==> config.mk <==
export PLATFORM = sky130hd
export DESIGN_NAME = injector_run_controller
export DESIGN_NICKNAME = d
export VERILOG_FILES = /design/src/rtl/injector_run_controller.sv
export SDC_FILE = /design/constraint.sdc
export NUM_CORES = 1
export LEC_CHECK = 0
export CORE_AREA = 10 10 204 206
export DETAILED_ROUTE_END_ITERATION = 10
export DIE_AREA = 0 0 214 216
export PLACE_DENSITY = 0.78
export SYNTH_ARGS = -nofsm -noshare
export SYNTH_HDL_FRONTEND = slang
export SYNTH_SLANG_ARGS = --single-unit
==> constraint.sdc <==
create_clock -name clk -period 8.87 [get_ports clk]
set_input_delay 1.3305 -clock clk [delete_from_list [all_inputs] [get_ports clk]]
set_output_delay 1.3305 -clock clk [all_outputs]
set_load 0.03 [all_outputs]
==> src/rtl/injector_run_controller.sv <==
// Run sequencer for the traffic injector: warm-up, packet-budgeted run, paced stop sweep, drain.
// Reports packet/cycle statistics and a one-cycle completion pulse.
module injector_run_controller #(
    parameter int unsigned QUEUE_INDEX_WIDTH = 16,
    parameter int unsigned TIMER_WIDTH       = 32,
    parameter int unsigned GAP_WIDTH         = 16,
    parameter int unsigned DRAIN_QUIET       = 16
) (
    input  logic                         clk,
    input  logic                         rst_n,
    input  logic                         cfg_start,
    input  logic                         cfg_abort,
    input  logic [TIMER_WIDTH-1:0]       cfg_warmup_cycles,
    input  logic [63:0]                  cfg_run_pkts,
    input  logic [QUEUE_INDEX_WIDTH-1:0] cfg_stop_first,
    input  logic [QUEUE_INDEX_WIDTH-1:0] cfg_stop_last,
    input  logic [GAP_WIDTH-1:0]         cfg_stop_gap,
    input  logic                         mon_tvalid,
    input  logic                         mon_tready,
    input  logic                         mon_tlast,
    input  logic                         sched_active,
    output logic                         injector_enable,
    output logic [QUEUE_INDEX_WIDTH-1:0] stop_queue_idx,
    output logic                         stop_cmd_valid,
    output logic                         busy,
    output logic                         done,
    output logic [2:0]                   state_o,
    output logic [63:0]                  pkt_count,
    output logic [TIMER_WIDTH-1:0]       run_cycles
);

    localparam logic [2:0] StIdle   = 3'd0;
    localparam logic [2:0] StWarmup = 3'd1;
    localparam logic [2:0] StRun    = 3'd2;
    localparam logic [2:0] StSweep  = 3'd3;
    localparam logic [2:0] StDrain  = 3'd4;
    localparam logic [2:0] StDone   = 3'd5;

    localparam int unsigned QuietWidth = $clog2(DRAIN_QUIET + 1);
    localparam logic [QuietWidth-1:0] QuietLast = QuietWidth'(DRAIN_QUIET - 1);

    logic [2:0]                   state_q, state_d;
    logic [TIMER_WIDTH-1:0]       warm_q, warm_d;
    logic [63:0]                  run_pkts_q;
    logic [QUEUE_INDEX_WIDTH-1:0] first_q, last_q;
    logic [GAP_WIDTH-1:0]         gap_q;
    logic [GAP_WIDTH-1:0]         gap_cnt_q, gap_cnt_d;
    logic [QUEUE_INDEX_WIDTH-1:0] remain_q, remain_d;
    logic [QUEUE_INDEX_WIDTH-1:0] idx_q, idx_d;
    logic                         valid_q, valid_d;
    logic [QuietWidth-1:0]        quiet_q, quiet_d;
    logic                         in_pkt_q;
    logic [63:0]                  pkt_count_q;
    logic [TIMER_WIDTH-1:0]       run_cycles_q;
    logic                         enable_q, busy_q, done_q;

    logic start_acc, pkt_fire, pkt_end, quiet, step;

    assign start_acc = (state_q == StIdle) & cfg_start;
    assign pkt_fire  = mon_tvalid & mon_tready;
    assign pkt_end   = pkt_fire & mon_tlast;
    assign quiet     = ~sched_active & ~in_pkt_q;

    always_comb begin
        state_d   = state_q;
        warm_d    = warm_q;
        gap_cnt_d = gap_cnt_q;
        remain_d  = remain_q;
        idx_d     = idx_q;
        valid_d   = 1'b0;
        quiet_d   = quiet_q;
        step      = 1'b0;
        case (state_q)
            StIdle: begin
                if (cfg_start) begin
                    state_d = StWarmup;
                    warm_d  = (cfg_warmup_cycles == '0) ? TIMER_WIDTH'(1) : cfg_warmup_cycles;
                end
            end
            StWarmup: begin
                if (cfg_abort) begin
                    state_d = StDrain;
                    quiet_d = '0;
                end else if (warm_q <= TIMER_WIDTH'(1)) begin
                    state_d = StRun;
                end else begin
                    warm_d = warm_q - TIMER_WIDTH'(1);
                end
            end
            StRun: begin
                if (cfg_abort) begin
                    state_d = StDrain;
                    quiet_d = '0;
                end else if (pkt_count_q >= run_pkts_q) begin
                    // First stop pulse coincides with the first SWEEP cycle
                    state_d  = StSweep;
                    valid_d  = 1'b1;
                    idx_d    = first_q;
                    remain_d = last_q - first_q;
                end
            end
            StSweep: begin
                if (cfg_abort) begin
                    state_d = StDrain;
                    quiet_d = '0;
                end else if (valid_q) begin
                    if (remain_q == '0) begin
                        state_d = StDrain;
                        quiet_d = '0;
                    end else if (gap_q == '0) begin
                        step = 1'b1;
                    end else begin
                        gap_cnt_d = gap_q;
                    end
                end else if (gap_cnt_q <= GAP_WIDTH'(1)) begin
                    step = 1'b1;
                end else begin
                    gap_cnt_d = gap_cnt_q - GAP_WIDTH'(1);
                end
            end
            StDrain: begin
                if (!quiet) begin
                    quiet_d = '0;
                end else if (quiet_q == QuietLast) begin
                    state_d = StDone;
                end else begin
                    quiet_d = quiet_q + QuietWidth'(1);
                end
            end
            StDone:  state_d = StIdle;
            default: state_d = StIdle;
        endcase
        if (step) begin
            valid_d  = 1'b1;
            idx_d    = idx_q + QUEUE_INDEX_WIDTH'(1);
            remain_d = remain_q - QUEUE_INDEX_WIDTH'(1);
        end
    end

    always_ff @(posedge clk or negedge rst_n) begin
        if (!rst_n) begin
            state_q      <= StIdle;
            warm_q       <= '0;
            run_pkts_q   <= '0;
            first_q      <= '0;
            last_q       <= '0;
            gap_q        <= '0;
            gap_cnt_q    <= '0;
            remain_q     <= '0;
            idx_q        <= '0;
            valid_q      <= 1'b0;
            quiet_q      <= '0;
            in_pkt_q     <= 1'b0;
            pkt_count_q  <= '0;
            run_cycles_q <= '0;
            enable_q     <= 1'b0;
            busy_q       <= 1'b0;
            done_q       <= 1'b0;
        end else begin
            state_q   <= state_d;
            warm_q    <= warm_d;
            gap_cnt_q <= gap_cnt_d;
            remain_q  <= remain_d;
            idx_q     <= idx_d;
            valid_q   <= valid_d;
            quiet_q   <= quiet_d;
            enable_q  <= (state_d == StRun) || (state_d == StSweep);
            busy_q    <= state_d != StIdle;
            done_q    <= state_d == StDone;
            if (pkt_fire) begin
                in_pkt_q <= ~mon_tlast;
            end
            if (start_acc) begin
                run_pkts_q   <= cfg_run_pkts;
                first_q      <= cfg_stop_first;
                last_q       <= cfg_stop_last;
                gap_q        <= cfg_stop_gap;
                pkt_count_q  <= '0;
                run_cycles_q <= '0;
            end else begin
                if (state_q != StIdle && pkt_end && pkt_count_q != '1) begin
                    pkt_count_q <= pkt_count_q + 64'd1;
                end
                if (enable_q && run_cycles_q != '1) begin
                    run_cycles_q <= run_cycles_q + TIMER_WIDTH'(1);
                end
            end
        end
    end

    assign injector_enable = enable_q;
    assign stop_queue_idx  = idx_q;
    assign stop_cmd_valid  = valid_q;
    assign busy            = busy_q;
    assign done            = done_q;
    assign state_o         = state_q;
    assign pkt_count       = pkt_count_q;
    assign run_cycles      = run_cycles_q;

endmodule

==> impl_metrics.py, run 1 <==
metrics = {
    "critical_path": {
        "critPathMaxFanout": 41,
        "regToRegEndpoint": "remain_q[14]",
        "crit_type": "reg -> reg",
        "worst_setup_path_end_kind": "register",
        "rrSetupSlack_ns": 4.83,
        "critPathLaunch": "pkt_count[19]",
        "r2r-start": "pkt_count[19]",
        "r2r.worst_path.cells": 10,
        "critPathRequiredTime_ns": 9.27,
        "setup.worst_path.start_class": "register",
        "arrival_ns": 4.45,
    },
    "logic_synthesis": {
        "synth_mux_area_share_pct": 0.248,
        "avgSynthCellArea_um2": 8.69,
        "synthSimpleGateAreaFrac_pct": 23.1,
        "synth_xor_area_share_pct": 4.89,
        "synth-compound-area-share_pct": 15.4,
        "ys.flop_type": "dfrtp_1",
        "synth_seq_cells": 301,
        "synth_top_family_by_area": "simple AND/OR/NAND/NOR gates",
        "synth-edff-count": 0,
        "synth_warnings": 0,
        "synth_cells": 1917,
        "syn_area_um2": 16700,
        "synthAdderAreaFrac_pct": 6.80,
        "synth-async-reset-ratio_pct": 100,
        "syn-num-nets": 2159,
        "ys_types": 66,
        "synth_seq_area_share_pct": 45.2,
    },
    "timing": {
        "period_share_pct": 45.6,
        "rsz0062_at_grt": "no",
        "maxSlewViolCount": 0,
        "fmax_mhz": 247,
        "fin_ws_ns": 4.83,
        "timing.setup.tns_ns": 0,
        "timing.final.hold_violations": 0,
        "maxSlewHeadroom_pct": 15.8,
        "worst_pin_slew_ns": 1.26,
        "setup_viol": 0,
        "period_minus_slack_ns": 4.04,
        "timing.hold.ws_ns": 0.479,
        "finalClockSkew_ns": 0.0137,
    },
    "power": {
        "irDropWorstVdd_mv": 0.153,
        "power_frac_comb_pct": 33.1,
        "p_leak_nw": 9.29,
        "internal_power_mw": 3.26,
        "p_sw_mw": 1.84,
        "seq_power_share_pct": 37.7,
        "clkPwrFrac_pct": 29.1,
        "switching_share_pct": 36.1,
        "power.total_mw": 5.11,
        "cellPowerDensity_nw_per_um2": 242,
    },
    "drt": {
        "drtPass1Iterations": 5,
        "detail_route.vias_per_cell": 5.61,
        "drc": 0,
        "vias": 15100,
        "drt-initial-drc-count": 1251,
        "wire_per_inst_um": 18.2,
        "routed_wl_mm": 49.2,
        "postRouteAntennaNets": 0,
    },
    "final_layout": {
        "final_cells": 2698,
        "final_nets": 2406,
        "final_common_cell": "dfrtp_1",
        "final_cell_mix": "dfrtp_1, nand2_1, clkdlybuf4s50_1, o21ai_0, nor2_1",
        "syn2layout_area_growth_pct": 26.3,
        "drive_gt1_share_pct": 4.35,
    },
    "floorplanning": {
        "die_x_um": 214,
        "core.rowCount": 71,
        "io_pins": 271,
        "core_um2": 37400,
        "start_util_pct": 44.6,
        "die_area_um2": 46200,
        "die_height_um": 216,
    },
    "clock_network": {
        "cts.clk_slew.worst_paths_ns": 0.06,
        "htree_levels": 2,
        "root_buffer": "clkbuf_16",
        "cts.path.max_buffers": 3,
        "post_cts_resized": 0,
        "hold_buffers": 0,
        "cts_num_sinks": 301,
        "cts_tree": "yes",
        "cts_buffers": 36,
        "post-cts-setup-buffers": 0,
        "insertion_delay_ns": 0.52,
    },
    "global_route": {
        "grt_max_degree": 230,
        "grtUsageTotal_pct": 20.6,
        "overflow": 0,
        "antenna_found_initial": 2,
        "grt_pass1_wl_mm": 79.6,
        "first_global_vias": 15000,
    },
    "run_status": {
        "status": "finished clean",
    },
    "placed_design": {
        "dpl.hpwl_mm": 35.3,
        "gp_congestion": 0.878,
        "numPortBuffers": 270,
        "place_inst": 2637,
        "dpl_worst_slack_ns": 4.62,
    },
    "hold_path": {
        "worstHoldEndpoint": "quiet_q[4]",
        "hold_depth": 2,
        "hold_path.startpoint": "quiet_q[4]",
        "worst_hold_path_type": "reg -> reg",
    },
    "job": {
        "max_cap_violations": 0,
    },
}
==> how the worst max path moves through the flow <==
stage / depth (start not counted) / to / slack (ns)
2_1_floorplan: 8 / pkt_count[57] / 5.80
3_3_place_gp: 7 / remain_q[15] / 4.77
3_5_place_dp: 7 / remain_q[15] / 4.62
4_1_cts: 10 / remain_q[14] / 4.84
5_1_grt: 10 / stop_queue_idx[11] / 4.57
6_report: 10 / remain_q[14] / 4.83
==> area by class of cell <==
cell class | instances | area (µm²)
repair buffers | 281 | 2820
flip-flops and latches | 301 | 7530
clock buffers | 50 | 1050
clock inverters | 9 | 126
diodes | 2 | 5.00
multi-input cells | 1423 | 8430
well taps | 511 | 639
fillers | 3264 | 16300
inverters | 121 | 454
==> worst max-delay path, stage by stage (launching register included) <==
cell	delay [ns]
dfrtp_1	0.44
ha_1	0.34
a21o_1	0.16
a21o_1	0.17
a2111oi_0	0.47
o21ai_0	0.17
o31ai_1	0.62
a211oi_4	0.14
buf_4	0.30
nand2b_1	0.66
o211a_1	0.44
==> power by group through the flow <==
stage               combinational, mW  clock, mW  sequential, mW
finish                           1.69       1.49            1.93
detailed placement               1.68          0            1.94
global placement                 1.60          0            1.93
CTS                              1.69       1.53            1.92
floorplan                        1.20          0            1.89
global route                     1.92       1.58            1.97
==> metrics by stage <==
step | utilization [%] | area [µm²]
floorplan | - | 16700
global placement | 53.1 | 19900
detailed placement | 53.1 | 19900
CTS | 56.3 | 21100
global route | 56.3 | 21100
finish | 56.3 | 21100
==> cells in the mapped netlist, types with 16 or more instances <==
master    count  area [µm²]
and4_1       16         140
inv_1       121         454
clkbuf_1     59         221
dfrtp_1     301        7530
xnor2_1      30         263
and3_1       40         250
a21oi_1     105         526
nor2_1      174         653
nand3_1      77         385
xor2_1       63         552
nor4_1       32         200
a22oi_1      17         128
o21ai_0     191         956
nor3_1       62         310
o31ai_1      17         128
or3_1        20         125
nand2_1     280        1050
a211oi_1     21         158
nand4_1      36         225
ha_1         89        1110
==> sequential cells by signal, summed over array words and instances, names as in the netlist <==
name and count:
pkt_count 64, done 1, in_pkt_q 1, remain_q 16, injector_enable 1, warm_q 32
stop_cmd_valid 1, last_q 16, busy 1, quiet_q 5, gap_cnt_q 16, gap_q 16
stop_queue_idx 16, run_cycles 32, run_pkts_q 64, state_o 3, first_q 16
==> logic make-up after synthesis <==
family / after synthesis
xor+xnor: 93
compound gates: 435
mux: 4
fa+ha+maj: 90
buf+inv: 193
flops: 301
simple gates: 801
==> routing by layer <==
layer  up-vias  wire (µm)  GRT usage, %
met2       499      24300          35.4
li1       7211          -             -
met4         0       1140          6.26
met3        76       3520          5.06
met5         -          0             0
met1      7361      20200          25.1
(Power assumes the default switching activity.)
==> run 2, diff against run 1 <==
clock period = 4.1 ns   (was 8.87 ns; I/O delays follow)
==> impl_metrics.py, run 2 (synthesized netlist as in run 1, its figures left out) <==
metrics = {
    "placed_design": {
        "place_inst": 2648,
        "gp_congestion": 0.911,
        "dpl.hpwl_mm": 36.5,
        "dpl_worst_slack_ns": 0.383,
        "numPortBuffers": 270,
    },
    "critical_path": {
        "crit_chain": "ha_1, a21o_1, a21o_1, a2111oi_0, o21ai_0, o31ai_1, a211oi_4, nand2b_1, o21ai_0",
        "r2r-start": "pkt_count[19]",
        "slowest_stage": "nand2b_1",
        "cpPeakStageDelay_ns": 0.65,
        "arrival_ns": 4.18,
        "critPathRequiredTime_ns": 4.50,
        "crit_buf_inv": 0,
        "critPathMaxFanout": 25,
        "setup.worst_path.start_class": "register",
        "r2r.worst_path.cells": 9,
        "regToRegEndpoint": "stop_queue_idx[15]",
        "rrSetupSlack_ns": 0.32,
        "crit_type": "reg -> reg",
        "path_delay_family": "compound AO/OA/AOI/OAI gates",
        "worst_setup_path_end_kind": "register",
    },
    "timing": {
        "rsz0062_at_grt": "no",
        "maxSlewViolCount": 0,
        "setup_viol": 0,
        "timing.setup.tns_ns": 0,
        "worst_pin_slew_ns": 1.07,
        "finalClockSkew_ns": 0.0289,
        "timing.final.hold_violations": 0,
        "period_share_pct": 92.2,
        "fmax_mhz": 265,
        "period_minus_slack_ns": 3.78,
        "maxSlewHeadroom_pct": 28.3,
        "fin_ws_ns": 0.321,
    },
    "final_layout": {
        "final_util_pct": 56.8,
        "syn2layout_area_growth_pct": 27.4,
        "final_common_cell": "dfrtp_1",
        "drive_gt1_share_pct": 4.91,
        "diodes": 0,
        "fill_cells": 3274,
        "final_cell_mix": "dfrtp_1, nand2_1, clkdlybuf4s50_1, o21ai_0, nor2_1",
        "final_cells": 2712,
        "final_nets": 2418,
    },
    "global_route": {
        "grt_pass1_wl_mm": 81.0,
        "antenna_found_initial": 0,
        "first_global_vias": 15200,
        "grtUsageTotal_pct": 21.1,
        "grt_max_degree": 116,
        "overflow": 0,
    },
    "clock_network": {
        "root_buffer": "clkbuf_16",
        "hold_buffers": 0,
        "post-cts-setup-buffers": 0,
        "htree_levels": 2,
        "cts_buffers": 37,
        "cts.path.max_buffers": 3,
        "cts.clk_slew.worst_paths_ns": 0.06,
        "insertion_delay_ns": 0.54,
        "cts_tree": "yes",
        "post_cts_resized": 0,
        "cts_num_sinks": 301,
    },
    "floorplanning": {
        "die_area_um2": 46200,
        "io_pins": 271,
        "die_x_um": 214,
        "start_util_pct": 44.6,
        "core_um2": 37400,
        "die_height_um": 216,
        "core.rowCount": 71,
    },
    "power": {
        "p_leak_nw": 9.39,
        "cellPowerDensity_nw_per_um2": 530,
        "irDropWorstVdd_mv": 0.294,
    },
    "drt": {
        "drc": 0,
        "wl_met2_mm": 24.7,
        "drtPass1Iterations": 6,
        "detail_route.vias_per_cell": 5.61,
        "top_layer": "met4",
        "vias": 15200,
        "m1WireLength_mm": 20.3,
        "postRouteAntennaNets": 0,
        "wl_met3_mm": 3.78,
        "routed_wl_mm": 50.0,
        "wire_per_inst_um": 18.4,
        "drt-initial-drc-count": 1453,
    },
    "hold_path": {
        "worst_hold_path_type": "in -> async",
    },
    "job": {
        "max_cap_violations": 0,
    },
    "run_status": {
        "status": "finished clean",
    },
}
[run 2: final cells by class]
cell class | count | area [µm²] | area share, %
Multi-Input combinational cell | 1423 | 8430 | 39.7
Clock inverter | 8 | 121 | 0.572
Clock buffer | 56 | 1130 | 5.32
Timing Repair Buffer | 292 | 2920 | 13.8
Inverter | 121 | 454 | 2.14
Tap cell | 511 | 639 | 3.01
Sequential cell | 301 | 7530 | 35.5
[run 2: per-layer routing]
layer	up-vias	GRT usage, %
met3	87	5.66
met1	7353	25.3
li1	7264	-
met4	0	5.86
met5	-	0
met2	507	36.4
[run 2: per-stage QoR]
step                      area [µm²]  hold slack, ns  power, mW
after floorplan                16700           0.319       6.67
after global placement         20000           0.462       7.70
after detailed placement       20000           0.473       7.87
after CTS                      21200           0.133       11.3
after global routing           21200           0.143       12.0
final                          21200          0.0669       11.2
[run 2: worst register-to-register path: stages (launching register included)]
cell	delay (ns)
dfrtp_1	0.45
ha_1	0.34
a21o_1	0.17
a21o_1	0.17
a2111oi_0	0.59
o21ai_0	0.21
o31ai_1	0.45
a211oi_4	0.16
nand2b_1	0.66
o21ai_0	0.46
[run 2: worst max path at each step]
stage	slack, ns	start	end	cells past startpoint
2_1_floorplan	1.16	pkt_count[47]	remain_q[14]	10
3_5_place_dp	0.38	pkt_count[19]	remain_q[14]	9
4_1_cts	0.35	pkt_count[19]	stop_queue_idx[3]	9
3_3_place_gp	0.47	pkt_count[19]	remain_q[14]	9
6_report	0.32	pkt_count[19]	stop_queue_idx[15]	9
5_1_grt	0.22	pkt_count[19]	stop_queue_idx[13]	9
[run 2: power by group]
group          switching, mW  total, mW  internal (mW)
Clock                   1.28       3.36           2.08
Sequential             0.485       4.17           3.69
Combinational           2.28       3.71           1.43
Total                   4.04       11.2           7.20
==> run 3, diff against run 2 <==
CTS_BUF_LIST = sky130_fd_sc_hd__clkbuf_8   (was default)
CTS_CLUSTER_DIAMETER = 80   (was default)
==> impl_metrics.py, run 3 (synthesized netlist as in run 1, its figures left out) <==
metrics = {
    "critical_path": {
        "critPathRequiredTime_ns": 4.59,
        "regToRegEndpoint": "stop_queue_idx[15]",
        "crit_type": "reg -> reg",
        "cp-endpoint": "stop_queue_idx[15]",
        "setup.worst_path.start_class": "register",
        "r2r.worst_path.cells": 9,
        "rrSetupSlack_ns": 0.35,
        "critPathLaunch": "pkt_count[19]",
        "critPathMaxFanout": 25,
        "worst_setup_path_end_kind": "register",
        "arrival_ns": 4.24,
        "r2r-start": "pkt_count[19]",
    },
    "clock_network": {
        "insertion_delay_ns": 0.63,
        "cts.path.max_buffers": 3,
        "cts.clk_slew.worst_paths_ns": 0.06,
        "htree_levels": 2,
        "hold_buffers": 0,
        "cts_buffers": 52,
        "post_cts_resized": 0,
        "post-cts-setup-buffers": 0,
        "cts_num_sinks": 301,
        "root_buffer": "clkbuf_8",
        "cts_tree": "yes",
    },
    "power": {
        "irDropWorstVdd_mv": 0.261,
        "cellPowerDensity_nw_per_um2": 515,
        "switching_share_pct": 37.2,
        "p_sw_mw": 4.05,
        "seq_power_share_pct": 38.3,
        "internal_power_mw": 6.85,
        "power.total_mw": 10.9,
        "power_frac_comb_pct": 33.9,
        "p_leak_nw": 9.41,
        "clkPwrFrac_pct": 27.8,
    },
    "timing": {
        "timing.final.hold_violations": 5,
        "maxSlewViolCount": 0,
        "worst_pin_slew_ns": 1.06,
        "setup_viol": 0,
        "fmax_mhz": 267,
        "finalClockSkew_ns": 0.0322,
        "timing.setup.tns_ns": 0,
        "period_minus_slack_ns": 3.75,
        "rsz0062_at_grt": "no",
        "period_share_pct": 91.5,
        "maxSlewHeadroom_pct": 28.6,
        "timing.hold.ws_ns": -0.0373,
    },
    "global_route": {
        "first_global_vias": 15400,
        "overflow": 0,
        "grt_max_degree": 116,
        "antenna_found_initial": 0,
        "grt_pass1_wl_mm": 81.5,
        "grtUsageTotal_pct": 21.2,
    },
    "drt": {
        "detail_route.vias_per_cell": 5.56,
        "drc": 0,
        "drt-initial-drc-count": 1258,
        "vias": 15200,
        "routed_wl_mm": 49.7,
        "drtPass1Iterations": 5,
        "wire_per_inst_um": 18.1,
        "postRouteAntennaNets": 0,
    },
    "hold_path": {
        "worst_hold_path_type": "in -> async",
    },
    "final_layout": {
        "fill_cells": 3291,
        "diodes": 0,
        "syn2layout_area_growth_pct": 26.9,
        "final_cell_mix": "dfrtp_1, nand2_1, clkdlybuf4s50_1, o21ai_0, nor2_1",
        "final_nets": 2433,
        "final_common_cell": "dfrtp_1",
        "drive_gt1_share_pct": 6.22,
        "final_cells": 2745,
    },
    "floorplanning": {
        "die_x_um": 214,
        "io_pins": 271,
        "core_um2": 37400,
        "die_height_um": 216,
        "core.rowCount": 71,
        "die_area_um2": 46200,
        "start_util_pct": 44.6,
    },
    "placed_design": {
        "gp_congestion": 0.911,
        "place_inst": 2648,
        "dpl.hpwl_mm": 36.5,
        "numPortBuffers": 270,
    },
    "job": {
        "max_cap_violations": 0,
    },
    "run_status": {
        "violations": "negative hold slack",
        "status": "finished, violations left",
    },
}
run 3: critical path: stages (launching register included):
cell and delay, ns:
dfrtp_1 0.44, ha_1 0.34, a21o_1 0.17, a21o_1 0.17, a2111oi_0 0.57, o21ai_0 0.22, o31ai_1 0.44, a211oi_4 0.15
nand2b_1 0.66, o21ai_0 0.45
run 3: worst min path at each step:
stage,from,end,cells after the start
4_1_cts,rst_n,pkt_count[21],1
6_report,rst_n,pkt_count[21],1
5_1_grt,rst_n,pkt_count[21],1
3_3_place_gp,quiet_q[3],quiet_q[3],1
3_5_place_dp,last_q[9],last_q[9],2
2_1_floorplan,rst_n,busy,0
run 3: power groups by stage:
stage                     Clock [mW]  Sequential, mW  Combinational (mW)
final                           3.03            4.17                3.70
after global routing            3.24            4.25                4.21
after CTS                       3.10            4.16                3.72
after detailed placement           0            4.19                3.68
after global placement             0            4.17                3.53
after floorplan                    0            4.08                2.59
run 3: layer usage:
metal / part of all wire [%] / up-vias / track usage (%)
met4: 2.8 / 0 / 7.31
met2: 49 / 485 / 36.1
li1: - / 7283 / -
met5: 0 / - / 0
met1: 41 / 7386 / 25.3
met3: 7.4 / 95 / 6.00
run 3: cell type report:
type / count / area, µm² / area share (%)
inverters: 121 / 454 / 2.15
clock buffers: 71 / 977 / 4.62
repair buffers: 292 / 2920 / 13.8
multi-input cells: 1423 / 8430 / 39.8
well taps: 511 / 639 / 3.02
clock inverters: 26 / 205 / 0.970
flip-flops and latches: 301 / 7530 / 35.6
run 3: per-stage QoR:
stage	worst slack, ns	instance area [µm²]	util (%)
global route	0.193	21200	56.6
CTS	0.357	21200	56.6
floorplan	1.16	16700	-
finish	0.348	21200	56.6
detailed placement	0.383	20000	53.4
global placement	0.466	20000	53.4
